===== config.mk =====
export PLATFORM = sky130hd
export DESIGN_NAME = fmc_sram_port_flat
export DESIGN_NICKNAME = d
export VERILOG_FILES = /design/src/rtl/fmc_pkg.sv /design/src/rtl/fmc_sram_port_if.sv /design/src/rtl/fmc_sync_fifo.sv /design/src/rtl/fmc_sram_port.sv /design/src/flat_wrapper.sv
export SDC_FILE = /design/constraint.sdc
export NUM_CORES = 1
export LEC_CHECK = 0
export CAP_MARGIN = 20
export CORE_AREA = 10 10 149 151
export DETAILED_ROUTE_END_ITERATION = 10
export DIE_AREA = 0 0 159 161
export PLACE_DENSITY = 0.75
export SYNTH_ARGS = -nofsm -noshare
export SYNTH_HDL_FRONTEND = slang
export SYNTH_SLANG_ARGS = --single-unit

===== constraint.sdc =====
create_clock -name CLK -period 2.22 [get_ports CLK]
set_clock_uncertainty 0.1 [all_clocks]
set_input_delay 0.666 -clock CLK [delete_from_list [all_inputs] [get_ports CLK]]
set_output_delay 0.666 -clock CLK [all_outputs]
set_load 0.05 [all_outputs]

===== src/rtl/fmc_pkg.sv =====
// Shared types and constants for the frame memory controller SRAM port.
//   rd_state_e        : read-frame sequencer states
//   arb_prio_e        : round-robin owner of the next contended SRAM slot
//   FMC_H_ACTIVE/V    : default frame geometry
//   FMC_RD_FIFO_DEPTH : read return FIFO depth, also the read credit limit
package fmc_pkg;

  typedef enum logic [1:0] {
    StIdle,
    StIssue,
    StDrain
  } rd_state_e;

  typedef enum logic {
    PrioWr,
    PrioRd
  } arb_prio_e;

  localparam int unsigned FMC_H_ACTIVE      = 1080;
  localparam int unsigned FMC_V_ACTIVE      = 2400;
  localparam int unsigned FMC_RD_FIFO_DEPTH = 4;

endpackage


===== src/rtl/fmc_sram_port_if.sv =====
// Bundle of the pixel write stream, pixel read stream and SRAM command/data signals.
//   slave  : the fmc_sram_port view (consumes write pixels, drives the SRAM)
//   master : the surrounding system view (pixel source/sink and SRAM macro)
interface fmc_sram_port_if #(
  parameter int unsigned DATA_WIDTH = 24,
  parameter int unsigned ADDR_WIDTH = $clog2(fmc_pkg::FMC_H_ACTIVE * fmc_pkg::FMC_V_ACTIVE)
);

  logic                  WR_VALID;
  logic                  WR_READY;
  logic [DATA_WIDTH-1:0] WR_DATA;
  logic                  WR_SOF;
  logic                  WR_FRAME_DONE;
  logic                  RD_START;
  logic                  RD_BUSY;
  logic                  RD_VALID;
  logic                  RD_READY;
  logic [DATA_WIDTH-1:0] RD_DATA;
  logic                  RD_SOF;
  logic                  RD_EOF;
  logic                  CSN;
  logic                  WEN;
  logic [ADDR_WIDTH-1:0] ADDR;
  logic [DATA_WIDTH-1:0] DIN;
  logic [DATA_WIDTH-1:0] DOUT;

  modport slave (
    input  WR_VALID, WR_DATA, WR_SOF, RD_START, RD_READY, DOUT,
    output WR_READY, WR_FRAME_DONE, RD_BUSY, RD_VALID, RD_DATA, RD_SOF, RD_EOF,
    output CSN, WEN, ADDR, DIN
  );

  modport master (
    output WR_VALID, WR_DATA, WR_SOF, RD_START, RD_READY, DOUT,
    input  WR_READY, WR_FRAME_DONE, RD_BUSY, RD_VALID, RD_DATA, RD_SOF, RD_EOF,
    input  CSN, WEN, ADDR, DIN
  );

endinterface


===== src/rtl/fmc_sync_fifo.sv =====
// Synchronous FIFO with asynchronous active-low reset.
//   CLK, RSTN : clock, async active-low reset
//   push/wdata: write side (push while full is dropped)
//   pop/rdata : read side, rdata shows the head entry (pop while empty is ignored)
//   empty     : no entries stored
//   count     : number of entries stored
module fmc_sync_fifo #(
  parameter  int unsigned Width = 26,
  parameter  int unsigned Depth = 4,
  localparam int unsigned PtrW  = (Depth > 1) ? $clog2(Depth) : 1,
  localparam int unsigned CntW  = $clog2(Depth + 1)
) (
  input  logic             CLK,
  input  logic             RSTN,
  input  logic             push,
  input  logic [Width-1:0] wdata,
  input  logic             pop,
  output logic [Width-1:0] rdata,
  output logic             empty,
  output logic [CntW-1:0]  count
);

  logic [Width-1:0] mem_q [Depth];
  logic [PtrW-1:0]  wptr_q, rptr_q;
  logic [CntW-1:0]  cnt_q;
  logic             do_push, do_pop;

  function automatic logic [PtrW-1:0] ptr_inc(input logic [PtrW-1:0] p);
    return (p == PtrW'(Depth - 1)) ? '0 : p + 1'b1;
  endfunction

  assign empty   = (cnt_q == '0);
  assign do_push = push && (cnt_q != CntW'(Depth));
  assign do_pop  = pop && !empty;
  assign rdata   = mem_q[rptr_q];
  assign count   = cnt_q;

  // Storage needs no reset: entries are only visible through the reset pointers.
  always_ff @(posedge CLK) begin
    if (do_push) mem_q[wptr_q] <= wdata;
  end

  always_ff @(posedge CLK or negedge RSTN) begin
    if (!RSTN) begin
      wptr_q <= '0;
      rptr_q <= '0;
      cnt_q  <= '0;
    end else begin
      if (do_push) wptr_q <= ptr_inc(wptr_q);
      if (do_pop)  rptr_q <= ptr_inc(rptr_q);
      cnt_q <= cnt_q + CntW'(do_push) - CntW'(do_pop);
    end
  end

endmodule


===== src/rtl/fmc_sram_port.sv =====
// Single-port SRAM initiator: writes an incoming pixel stream into the frame buffer and, on
// RD_START, streams a whole frame back out. Write and read share the SRAM port round-robin;
// a 4-entry return FIFO absorbs the 2-cycle SRAM read loop under downstream backpressure.
//   CLK, RSTN : clock, async active-low reset
//   bus       : pixel write stream, pixel read stream, SRAM command/data (slave modport)
module fmc_sram_port
  import fmc_pkg::*;
#(
  parameter int unsigned DATA_WIDTH = 24,
  parameter int unsigned H_ACTIVE   = FMC_H_ACTIVE,
  parameter int unsigned V_ACTIVE   = FMC_V_ACTIVE,
  parameter int unsigned ADDR_DEPTH = H_ACTIVE * V_ACTIVE,
  parameter int unsigned ADDR_WIDTH = $clog2(ADDR_DEPTH)
) (
  input logic           CLK,
  input logic           RSTN,
  fmc_sram_port_if.slave bus
);

  localparam int unsigned CntW = $clog2(FMC_RD_FIFO_DEPTH + 1);
  localparam int unsigned OutW = CntW + 1;
  localparam logic [ADDR_WIDTH-1:0] LastAddr = ADDR_WIDTH'(ADDR_DEPTH - 1);

  rd_state_e             state_q, state_d;
  arb_prio_e             prio_q, prio_d;
  logic [ADDR_WIDTH-1:0] wr_addr_q, wr_addr_d, rd_addr_q, rd_addr_d, addr_q, addr_d;
  logic [DATA_WIDTH-1:0] din_q, din_d;
  logic                  csn_q, csn_d, wen_q, wen_d, done_q, done_d;
  // Read pipeline: stage 0 = command on the SRAM pins, stage 1 = DOUT valid.
  logic [1:0]            sr_vld_q, sr_vld_d, sr_sof_q, sr_sof_d, sr_eof_q, sr_eof_d;

  logic                  fifo_empty, fifo_pop;
  logic [CntW-1:0]       fifo_count;
  logic [DATA_WIDTH+1:0] fifo_rdata;
  logic [OutW-1:0]       outstanding;
  logic                  rd_want, wr_grant, rd_issue, rd_last;
  logic [ADDR_WIDTH-1:0] wr_gnt_addr;

  // Credits cover everything already committed: queued in the FIFO or still in the pipe.
  assign outstanding = OutW'(fifo_count) + OutW'(sr_vld_q[0]) + OutW'(sr_vld_q[1]);
  assign rd_want     = (state_q == StIssue) && (outstanding < OutW'(FMC_RD_FIFO_DEPTH));
  assign bus.WR_READY = !rd_want || (prio_q == PrioWr);
  assign wr_grant    = bus.WR_VALID && bus.WR_READY;
  assign rd_issue    = rd_want && !wr_grant;
  assign rd_last     = (rd_addr_q == LastAddr);
  assign wr_gnt_addr = bus.WR_SOF ? '0 : wr_addr_q;

  always_comb begin
    state_d   = state_q;
    prio_d    = prio_q;
    wr_addr_d = wr_addr_q;
    rd_addr_d = rd_addr_q;
    csn_d     = 1'b1;
    wen_d     = 1'b1;
    addr_d    = addr_q;
    din_d     = din_q;
    done_d    = 1'b0;
    sr_vld_d  = {sr_vld_q[0], 1'b0};
    sr_sof_d  = {sr_sof_q[0], 1'b0};
    sr_eof_d  = {sr_eof_q[0], 1'b0};

    if (wr_grant) begin
      csn_d     = 1'b0;
      wen_d     = 1'b0;
      addr_d    = wr_gnt_addr;
      din_d     = bus.WR_DATA;
      wr_addr_d = (wr_gnt_addr == LastAddr) ? '0 : wr_gnt_addr + 1'b1;
      done_d    = (wr_gnt_addr == LastAddr);
      prio_d    = PrioRd;
    end else if (rd_issue) begin
      csn_d       = 1'b0;
      addr_d      = rd_addr_q;
      rd_addr_d   = rd_last ? '0 : rd_addr_q + 1'b1;
      prio_d      = PrioWr;
      sr_vld_d[0] = 1'b1;
      sr_sof_d[0] = (rd_addr_q == '0);
      sr_eof_d[0] = rd_last;
    end

    unique case (state_q)
      StIdle: begin
        if (bus.RD_START) begin
          state_d   = StIssue;
          rd_addr_d = '0;
        end
      end
      StIssue: begin
        if (rd_issue && rd_last) state_d = StDrain;
      end
      StDrain: begin
        if (fifo_empty && (sr_vld_q == 2'b00)) state_d = StIdle;
      end
      default: state_d = StIdle;
    endcase
  end

  always_ff @(posedge CLK or negedge RSTN) begin
    if (!RSTN) begin
      state_q   <= StIdle;
      prio_q    <= PrioWr;
      wr_addr_q <= '0;
      rd_addr_q <= '0;
      csn_q     <= 1'b1;
      wen_q     <= 1'b1;
      addr_q    <= '0;
      din_q     <= '0;
      done_q    <= 1'b0;
      sr_vld_q  <= '0;
      sr_sof_q  <= '0;
      sr_eof_q  <= '0;
    end else begin
      state_q   <= state_d;
      prio_q    <= prio_d;
      wr_addr_q <= wr_addr_d;
      rd_addr_q <= rd_addr_d;
      csn_q     <= csn_d;
      wen_q     <= wen_d;
      addr_q    <= addr_d;
      din_q     <= din_d;
      done_q    <= done_d;
      sr_vld_q  <= sr_vld_d;
      sr_sof_q  <= sr_sof_d;
      sr_eof_q  <= sr_eof_d;
    end
  end

  assign fifo_pop = !fifo_empty && bus.RD_READY;

  fmc_sync_fifo #(
    .Width (DATA_WIDTH + 2),
    .Depth (FMC_RD_FIFO_DEPTH)
  ) u_rd_fifo (
    .CLK   (CLK),
    .RSTN  (RSTN),
    .push  (sr_vld_q[1]),
    .wdata ({sr_eof_q[1], sr_sof_q[1], bus.DOUT}),
    .pop   (fifo_pop),
    .rdata (fifo_rdata),
    .empty (fifo_empty),
    .count (fifo_count)
  );

  assign {bus.RD_EOF, bus.RD_SOF, bus.RD_DATA} = fifo_rdata;
  assign bus.RD_VALID      = !fifo_empty;
  assign bus.RD_BUSY       = (state_q != StIdle);
  assign bus.WR_FRAME_DONE = done_q;
  assign bus.CSN           = csn_q;
  assign bus.WEN           = wen_q;
  assign bus.ADDR          = addr_q;
  assign bus.DIN           = din_q;

endmodule

===== src/flat_wrapper.sv =====
// flat-port wrapper written by rule: the top's interface ports become plain ports
module fmc_sram_port_flat import fmc_pkg::*;
#(
  parameter int unsigned DATA_WIDTH = 24,
  parameter int unsigned H_ACTIVE   = FMC_H_ACTIVE,
  parameter int unsigned V_ACTIVE   = FMC_V_ACTIVE,
  parameter int unsigned ADDR_DEPTH = H_ACTIVE * V_ACTIVE,
  parameter int unsigned ADDR_WIDTH = $clog2(ADDR_DEPTH)
)
  (CLK, RSTN, bus_WR_VALID, bus_WR_DATA, bus_WR_SOF, bus_RD_START, bus_RD_READY, bus_DOUT, bus_WR_READY, bus_WR_FRAME_DONE, bus_RD_BUSY, bus_RD_VALID, bus_RD_DATA, bus_RD_SOF, bus_RD_EOF, bus_CSN, bus_WEN, bus_ADDR, bus_DIN);
  fmc_sram_port_if #(.DATA_WIDTH(DATA_WIDTH), .ADDR_WIDTH(ADDR_WIDTH)) bus_i ();
  input logic CLK;
  input logic RSTN;
  input wire logic [$bits(bus_i.WR_VALID)-1:0] bus_WR_VALID;
  input wire logic [$bits(bus_i.WR_DATA)-1:0] bus_WR_DATA;
  input wire logic [$bits(bus_i.WR_SOF)-1:0] bus_WR_SOF;
  input wire logic [$bits(bus_i.RD_START)-1:0] bus_RD_START;
  input wire logic [$bits(bus_i.RD_READY)-1:0] bus_RD_READY;
  input wire logic [$bits(bus_i.DOUT)-1:0] bus_DOUT;
  output wire logic [$bits(bus_i.WR_READY)-1:0] bus_WR_READY;
  output wire logic [$bits(bus_i.WR_FRAME_DONE)-1:0] bus_WR_FRAME_DONE;
  output wire logic [$bits(bus_i.RD_BUSY)-1:0] bus_RD_BUSY;
  output wire logic [$bits(bus_i.RD_VALID)-1:0] bus_RD_VALID;
  output wire logic [$bits(bus_i.RD_DATA)-1:0] bus_RD_DATA;
  output wire logic [$bits(bus_i.RD_SOF)-1:0] bus_RD_SOF;
  output wire logic [$bits(bus_i.RD_EOF)-1:0] bus_RD_EOF;
  output wire logic [$bits(bus_i.CSN)-1:0] bus_CSN;
  output wire logic [$bits(bus_i.WEN)-1:0] bus_WEN;
  output wire logic [$bits(bus_i.ADDR)-1:0] bus_ADDR;
  output wire logic [$bits(bus_i.DIN)-1:0] bus_DIN;
  assign bus_i.WR_VALID = bus_WR_VALID;
  assign bus_i.WR_DATA = bus_WR_DATA;
  assign bus_i.WR_SOF = bus_WR_SOF;
  assign bus_i.RD_START = bus_RD_START;
  assign bus_i.RD_READY = bus_RD_READY;
  assign bus_i.DOUT = bus_DOUT;
  assign bus_WR_READY = bus_i.WR_READY;
  assign bus_WR_FRAME_DONE = bus_i.WR_FRAME_DONE;
  assign bus_RD_BUSY = bus_i.RD_BUSY;
  assign bus_RD_VALID = bus_i.RD_VALID;
  assign bus_RD_DATA = bus_i.RD_DATA;
  assign bus_RD_SOF = bus_i.RD_SOF;
  assign bus_RD_EOF = bus_i.RD_EOF;
  assign bus_CSN = bus_i.CSN;
  assign bus_WEN = bus_i.WEN;
  assign bus_ADDR = bus_i.ADDR;
  assign bus_DIN = bus_i.DIN;
  fmc_sram_port #(.DATA_WIDTH(DATA_WIDTH), .H_ACTIVE(H_ACTIVE), .V_ACTIVE(V_ACTIVE), .ADDR_DEPTH(ADDR_DEPTH), .ADDR_WIDTH(ADDR_WIDTH)) u_core (.CLK(CLK), .RSTN(RSTN), .bus(bus_i));
endmodule

# ---- Yosys cells after proc, flatten, opt, wreduce, memory -nomap -nowiden
# Memories as Yosys holds them, arrays and structs flattened.
# Cells that the tools add are included.
dict set report op_classes {
  order_cmp 1
  reduce_logical 19
  eq_ne 10
  n_div 0
  n_bitwise 1
  shifts 0
  multipliers 0
  n_mux 29
  n_addsub 8
}
# operator n
set op_table {}
lappend op_table {{$mux W22} 9}
lappend op_table {{$add A22 B1 Y22 const B} 2}
lappend op_table {{$eq A22 B22 Y1 const B} 2}
lappend op_table {{$logic_not A22 Y1} 1}
lappend op_table {{$mux W1} 14}
lappend op_table {{$mux W2} 5}
lappend op_table {{$logic_and A1 B1 Y1} 8}
lappend op_table {{$eq A2 B2 Y1 const B} 3}
lappend op_table {{$pmux W2 S3} 1}
lappend op_table {{$add A2 B1 Y2 const B} 2}
lappend op_table {{$add A3 B1 Y4} 1}
lappend op_table {{$add A4 B1 Y4} 1}
lappend op_table {{$logic_not A2 Y1} 2}
lappend op_table {{$lt A4 B3 Y1 const B} 1}
lappend op_table {{$ne A2 B2 Y1 const B} 2}
lappend op_table {{$reduce_bool A2 Y1} 2}
lappend op_table {{$add A3 B1 Y3} 1}
lappend op_table {{$logic_not A1 Y1} 3}
lappend op_table {{$logic_not A3 Y1} 1}
lappend op_table {{$ne A3 B3 Y1 const B} 1}
lappend op_table {{$reduce_and A3 Y1} 1}
lappend op_table {{$sub A3 B1 Y3} 1}
lappend op_table {{$eq A2 B1 Y1 const B} 1}
lappend op_table {{$ne A2 B1 Y1 const B} 1}
lappend op_table {{2 further kinds} 2}
dict set report word_totals {
  latch_bits 0
  register_bits 109
  input_bits 54
  n_memories 1
  ram_bits 104
  output_inout_bits 78
  rom_bits 0
}
# memory depth word_bits read_ports rd_clocked_by_memory_dff wr line
set memory_table {}
lappend memory_table {u_core.u_rd_fifo.mem_q 4 26 1 0 1 fmc_sync_fifo.sv:23} ;# logic [Width-1:0] mem_q [Depth];

# ---- Longest topological paths before layout
dict set report depth {
  depth_word 13
  mapped_depth 11
  depth_no_buf 9
}

# ---- Modules after synthesis
# Synthesis repeated with hierarchy kept, for this count alone.
dict set report hier_totals {
  cells_unflattened 678
  hier_area_um2 9052.4
}
# module area_each_um2 instances cells_each seq_area_each_um2
set by_module_without_submodules {}
lappend by_module_without_submodules {fmc_sram_port 4820.9 1 499 2555.0}
lappend by_module_without_submodules {fmc_sync_fifo 4231.6 1 179 3298.2}

# ---- Worst setup path after synthesis
# OpenSTA, ideal clock, no wires.
dict set report synth_path {
  path_kind {input to register}
  startpoint {input port bus_WR_SOF}
  endpoint {register u_core.wr_addr_q[10]}
  t_arrival_ps 2559
  stages 11
  setup_time_ps 137
  required_time_ps 1983
  slack_ps -576
  path_cell_list {buf_6 clkbuf_1 clkbuf_1 nor2b_1 ha_1 nand3_1 nor3_1 clkbuf_1 o21ai_0 a22oi_1 o41ai_1}
}
dict set report synth_between {
  elab_chain_len 3
}
# element line
set synth_lines {}
lappend synth_lines {{start: declaration} flat_wrapper.sv:16} ;# input wire logic [$bits(bus_i.WR_SOF)-1:0] bus_WR_SOF;
lappend synth_lines {{$mux W22 (*)} fmc_sram_port.sv:46} ;# assign wr_gnt_addr = bus.WR_SOF ? '0 : wr_addr_q;
lappend synth_lines {{$add A22 B1 Y22 / $eq A22 B22 Y1 (equally long branches)} fmc_sram_port.sv:67} ;# wr_addr_d = (wr_gnt_addr == LastAddr) ? '0 : wr_gnt_addr + 1'b1;
lappend synth_lines {{$mux W22 (*)} fmc_sram_port.sv:67}
lappend synth_lines {{end signal: assignment} fmc_sram_port.sv:114} ;# wr_addr_q <= wr_addr_d;
lappend synth_lines {{end: declaration} fmc_sram_port.sv:26} ;# logic [ADDR_WIDTH-1:0] wr_addr_q, wr_addr_d, rd_addr_q, rd_addr_d, addr_q, addr_d;
# Every way passes the cells marked *; elsewhere a longest branch is shown, timed or not.
# A chain may end at the register's enable or synchronous reset.

# ---- Worst setup path after layout
dict set report layout_path {
  startpoint {register u_core.sr_vld_q[1]}
  endpoint {output port bus_WR_READY}
}
dict set report layout_between {
  elab_chain_len 5
}
# element line
set layout_lines {}
lappend layout_lines {{start: declaration} fmc_sram_port.sv:30} ;# logic [1:0] sr_vld_q, sr_vld_d, sr_sof_q, sr_sof_d, sr_eof_q, sr_eof_d;
lappend layout_lines {{start signal: assignment} fmc_sram_port.sv:121} ;# sr_vld_q <= sr_vld_d;
lappend layout_lines {{$add A4 B1 Y4} fmc_sram_port.sv:40} ;# assign outstanding = OutW'(fifo_count) + OutW'(sr_vld_q[0]) + OutW'(sr_vld_q[1]);
lappend layout_lines {{$lt A4 B3 Y1} fmc_sram_port.sv:41} ;# assign rd_want = (state_q == StIssue) && (outstanding < OutW'(FMC_RD_FIFO_DEPTH));
lappend layout_lines {{$logic_and A1 B1 Y1} fmc_sram_port.sv:41}
lappend layout_lines {{$logic_not A1 Y1} fmc_sram_port.sv:42} ;# assign bus.WR_READY = !rd_want || (prio_q == PrioWr);
lappend layout_lines {{$logic_or A1 B1 Y1} fmc_sram_port.sv:42}
lappend layout_lines {{end: declaration} flat_wrapper.sv:20} ;# output wire logic [$bits(bus_i.WR_READY)-1:0] bus_WR_READY;
# Every way passes these cells.

==> impl_metrics.yaml <==
outcome:
  status: "complete, but fails checks"
  violations_in_the_final_reports: "negative hold slack, negative setup slack"
synth:
  synth.ff_latch_count: 213
  synth-main-ff-cell: "dfrtp_1"
  cell_accounting_for_the_most_synthesized_area: "edfxtp_1"
  synth.distinct_cells: 64
  synth_seq_area_share: 0.6334
  synth-warning-count: 0
  postSynthAreaPerCell_um2: 12.78
  synthArstFlopShare: 0.5117
  synth.top_cells.by_area: "edfxtp_1 34%, dfrtp_1 29%, mux4_2 6.3%"
  synth.cell_area_um2: 9241
  synth-edff-count: 104
  syn_inst: 723
  synth_nets: 790
  synthDominantCellAreaShare: 0.3379
worst_setup_path:
  data_arrival_critical_path_ns: 2.07
  worst-path-max-fanout: 3
  regToRegStartpoint: "u_core.sr_vld_q[1]"
  critical_path.endpoint_type: "output port"
  startpoint_class: "flip-flop"
  critPathKind: "flip-flop to output port"
  crit_start: "u_core.sr_vld_q[1]"
  worstPathRequired_ns: 1.45
clocking:
  cts_hold_buffers: 0
  h-tree-depth: 1
  cts_clock_pin_slew_for_the_worst_setup_and_hold_paths_ns: 0.06
  tritoncts: "yes"
  root_buffer: "clkbuf_16"
  cts_sinks: 213
  clock_tree.buffer_depth: 3
  worst_skew_pair.late_latency_ns: 0.51
  numCtsBuffers: 23
sta:
  final.period_utilization: 1.277
  setup_violations: 124
  unrepaired_setup_endpoints_after_global_routing: "yes"
  maxSlewHeadroom: 0.7089
  finalHoldViolCount: 8
  final.setup.tns_ns: -28.10
  timing_worst_slew_pin_value_ns: 0.4333
  slew_violations: 0
  post-route-min-period_ns: 2.835
  achievable-frequency_mhz: 352.8
  timing.hold.ws_ns: -0.005676
  timing.final.ws_setup_ns: -0.6148
floorplanning:
  die_height_um: 161
  boundaryPins: 132
  initial_utilization: 0.4811
  design.core.area_um2: 19210
  die_width_um: 159
  rows: 51
  floorplan.die_area_um2: 25600
routing:
  drtPass1Iterations: 5
  remaining_drc_errors: 0
  detailroute.via_count: 7154
  detail-route-antenna-nets: 0
  drt-total-wl_um: 26450
  vias_per_cell: 5.737
  detail_route.wl_per_cell_um: 21.21
  drtIter0Drc: 638
power:
  power_density_nw_per_um2: 1392
  netSwitchingPower_mw: 7.465
  leakagePower_nw: 5.671
  power_report.internal_total_mw: 11.28
  switching_part_of_the_total: 0.3981
  power.share.sequential: 0.294
  comb_power_share: 0.509
  clock_share_of_power: 0.197
  vdd_ir_drop_max_mv: 1.020
worst_hold_path:
  hp-class: "input pin to asynchronous set/reset pin"
finish:
  fillerInstances: 1258
  sequential_cell_area_um2: 5854
  share_of_final_layout_standard_cells_stronger_than_drive_strength_1: 0.4134
  fin_nets: 1032
  multi_input_comb_area_um2: 3689
  antenna_cells: 0
  finalNonFillerCells: 1247
  areaGrowthSynthToFinish_pct: 45.72
  post-route-cell-area_um2: 13470
placed_design:
  dp_hpwl_um: 16870
  postPlaceCellArea_um2: 11560
  gp_congestion: 0.9562
  post-place-cells: 1180
  port_buffers: 131
global_route:
  grt_pass1_vias: 6942
  grt_antenna_before_repair: 0
  grt_first_pass_wirelength_um: 39190
  largest_net_degree_at_the_start_of_global_routing: 43
  global_route.usage.total: 0.1860
  grt_overflow: 0
run:
  drv_cap: 0
cells in the mapped netlist, types with 3 or more instances:
| library cell | instances |
|---|---|
| and2_1 | 7 |
| edfxtp_1 | 104 |
| clkbuf_1 | 17 |
| nand3_1 | 27 |
| nand4_1 | 17 |
| a41oi_1 | 3 |
| o31ai_1 | 6 |
| nor3_1 | 11 |
| or3_1 | 10 |
| o21ai_0 | 26 |
| a21oi_1 | 30 |
| a221o_1 | 3 |
| a31oi_1 | 6 |
| nor2b_1 | 7 |
| a21o_1 | 18 |
| a22oi_1 | 11 |
| nand2b_1 | 4 |
| nor4_1 | 9 |
| ha_1 | 12 |
| and4_1 | 4 |
| xor2_1 | 3 |
| xnor2_1 | 3 |
| mux4_2 | 26 |
| nand2_1 | 114 |
| a22o_1 | 16 |
| inv_1 | 19 |
| clkbuf_2 | 4 |
| nor2_1 | 24 |
| and3_1 | 6 |
| dfrtp_1 | 107 |
| buf_2 | 23 |
final timing paths:
check | cells past startpoint | slack [ns] | end
max | 6 | -0.61 | bus_WR_READY
min | 1 | -0.006 | u_core.bus.ADDR[20]
max reg2reg | 11 | -0.32 | u_core.wr_addr_q[14]
min reg2reg | 0 | 0.25 | u_core.sr_eof_q[1]
max in group asynchronous | 2 | 1.39 | u_core.bus.WEN
min in group CLK | 0 | 0.25 | u_core.sr_eof_q[1]
routing by layer:
layer / wire length (um) / global-route usage / vias to the layer above
met2: 13300 / 0.3085 / 290
met4: 535 / 0.04549 / 0
li1: - / - / 3195
met3: 1976 / 0.03965 / 56
met1: 10640 / 0.2455 / 3613
met5: 0 / 0 / -
worst max-delay path: stages (launching register included):
cell,delay [ns]
dfrtp_1,0.40
ha_1,0.33
a21o_1,0.23
a21oi_2,0.18
buf_6,0.15
nand3_4,0.10
buf_6,0.17
sequential cells by signal, summed over array words and instances, names as in the netlist:
signal and flops:
u_core.prio_q 1, u_core.sr_eof_q 2, u_core.state_q 2, u_core.sr_vld_q 2
u_core.bus.CSN 1, u_core.u_rd_fifo.rptr_q 2, u_core.sr_sof_q 2, u_core.bus.WEN 1
u_core.bus.ADDR 22, u_core.wr_addr_q 22, u_core.u_rd_fifo.mem_q 104, u_core.u_rd_fifo.wptr_q 2
u_core.rd_addr_q 22, u_core.bus.WR_FRAME_DONE 1, u_core.bus.DIN 24, u_core.u_rd_fifo.count 3
cell usage in the layout (no fill, tap or decap), drive strengths merged, types with 20 or more instances in the layout:
cell type / Yosys / final
o21ai: 27 / 27
nand3: 28 / 28
clkdlybuf4s50: 0 / 52
mux4: 26 / 26
dfrtp: 107 / 107
nor2: 25 / 25
edfxtp: 104 / 104
clkbuf: 21 / 38
inv: 20 / 20
buf: 24 / 201
nand2: 114 / 114
a21oi: 30 / 30
timing repair:
| item | in CTS | in global routing |
|---|---|---|
| pin swaps | 6 | 67 |
| resized for setup | 59 | 185 |
| buffers inserted | 10 | 9 |
| cloned | 2 | 10 |
| setup endpoints to repair | 37 | 125 |
power by group through the flow:
stage | clock network [mW] | registers, mW | logic, mW
after CTS | 3.76 | 5.48 | 8.22
after global routing | 3.93 | 5.60 | 10.0
after global placement | 0 | 5.50 | 7.36
after floorplan | 0 | 6.40 | 3.69
final | 3.69 | 5.52 | 9.54
after detailed placement | 0 | 5.55 | 7.48
metrics by stage:
step	total power [mW]	setup slack (ns)	util
2_1_floorplan	10.09	-0.3074	-
3_3_place_gp	12.87	-0.4572	0.6021
3_5_place_dp	13.04	-0.5240	0.6021
4_1_cts	17.46	-0.5177	0.6565
5_1_grt	19.55	-0.6683	0.7011
6_report	18.75	-0.6148	0.7011
final cells by class:
class / count / area share
tap: 265 / 0.02462
sequential: 213 / 0.4347
timing repair buffer: 262 / 0.2062
multi-input combinational: 445 / 0.2739
clock inverter: 13 / 0.009291
inverter: 20 / 0.006875
clock buffer: 29 / 0.04441
cells by family after synthesis:
logic type               count (synthesis)  share of synthesized area
adder cells (fa/ha/maj)                 13                    0.01841
multiplexers                            29                    0.06688
buffers and inverters                   65                    0.03087
AO/OA/AOI/OAI                          138                     0.1032
XOR/XNOR                                 6                   0.005687
flip-flops                             213                     0.6334
AND/OR/NAND/NOR                        259                     0.1416
(Power assumes the default switching activity.)
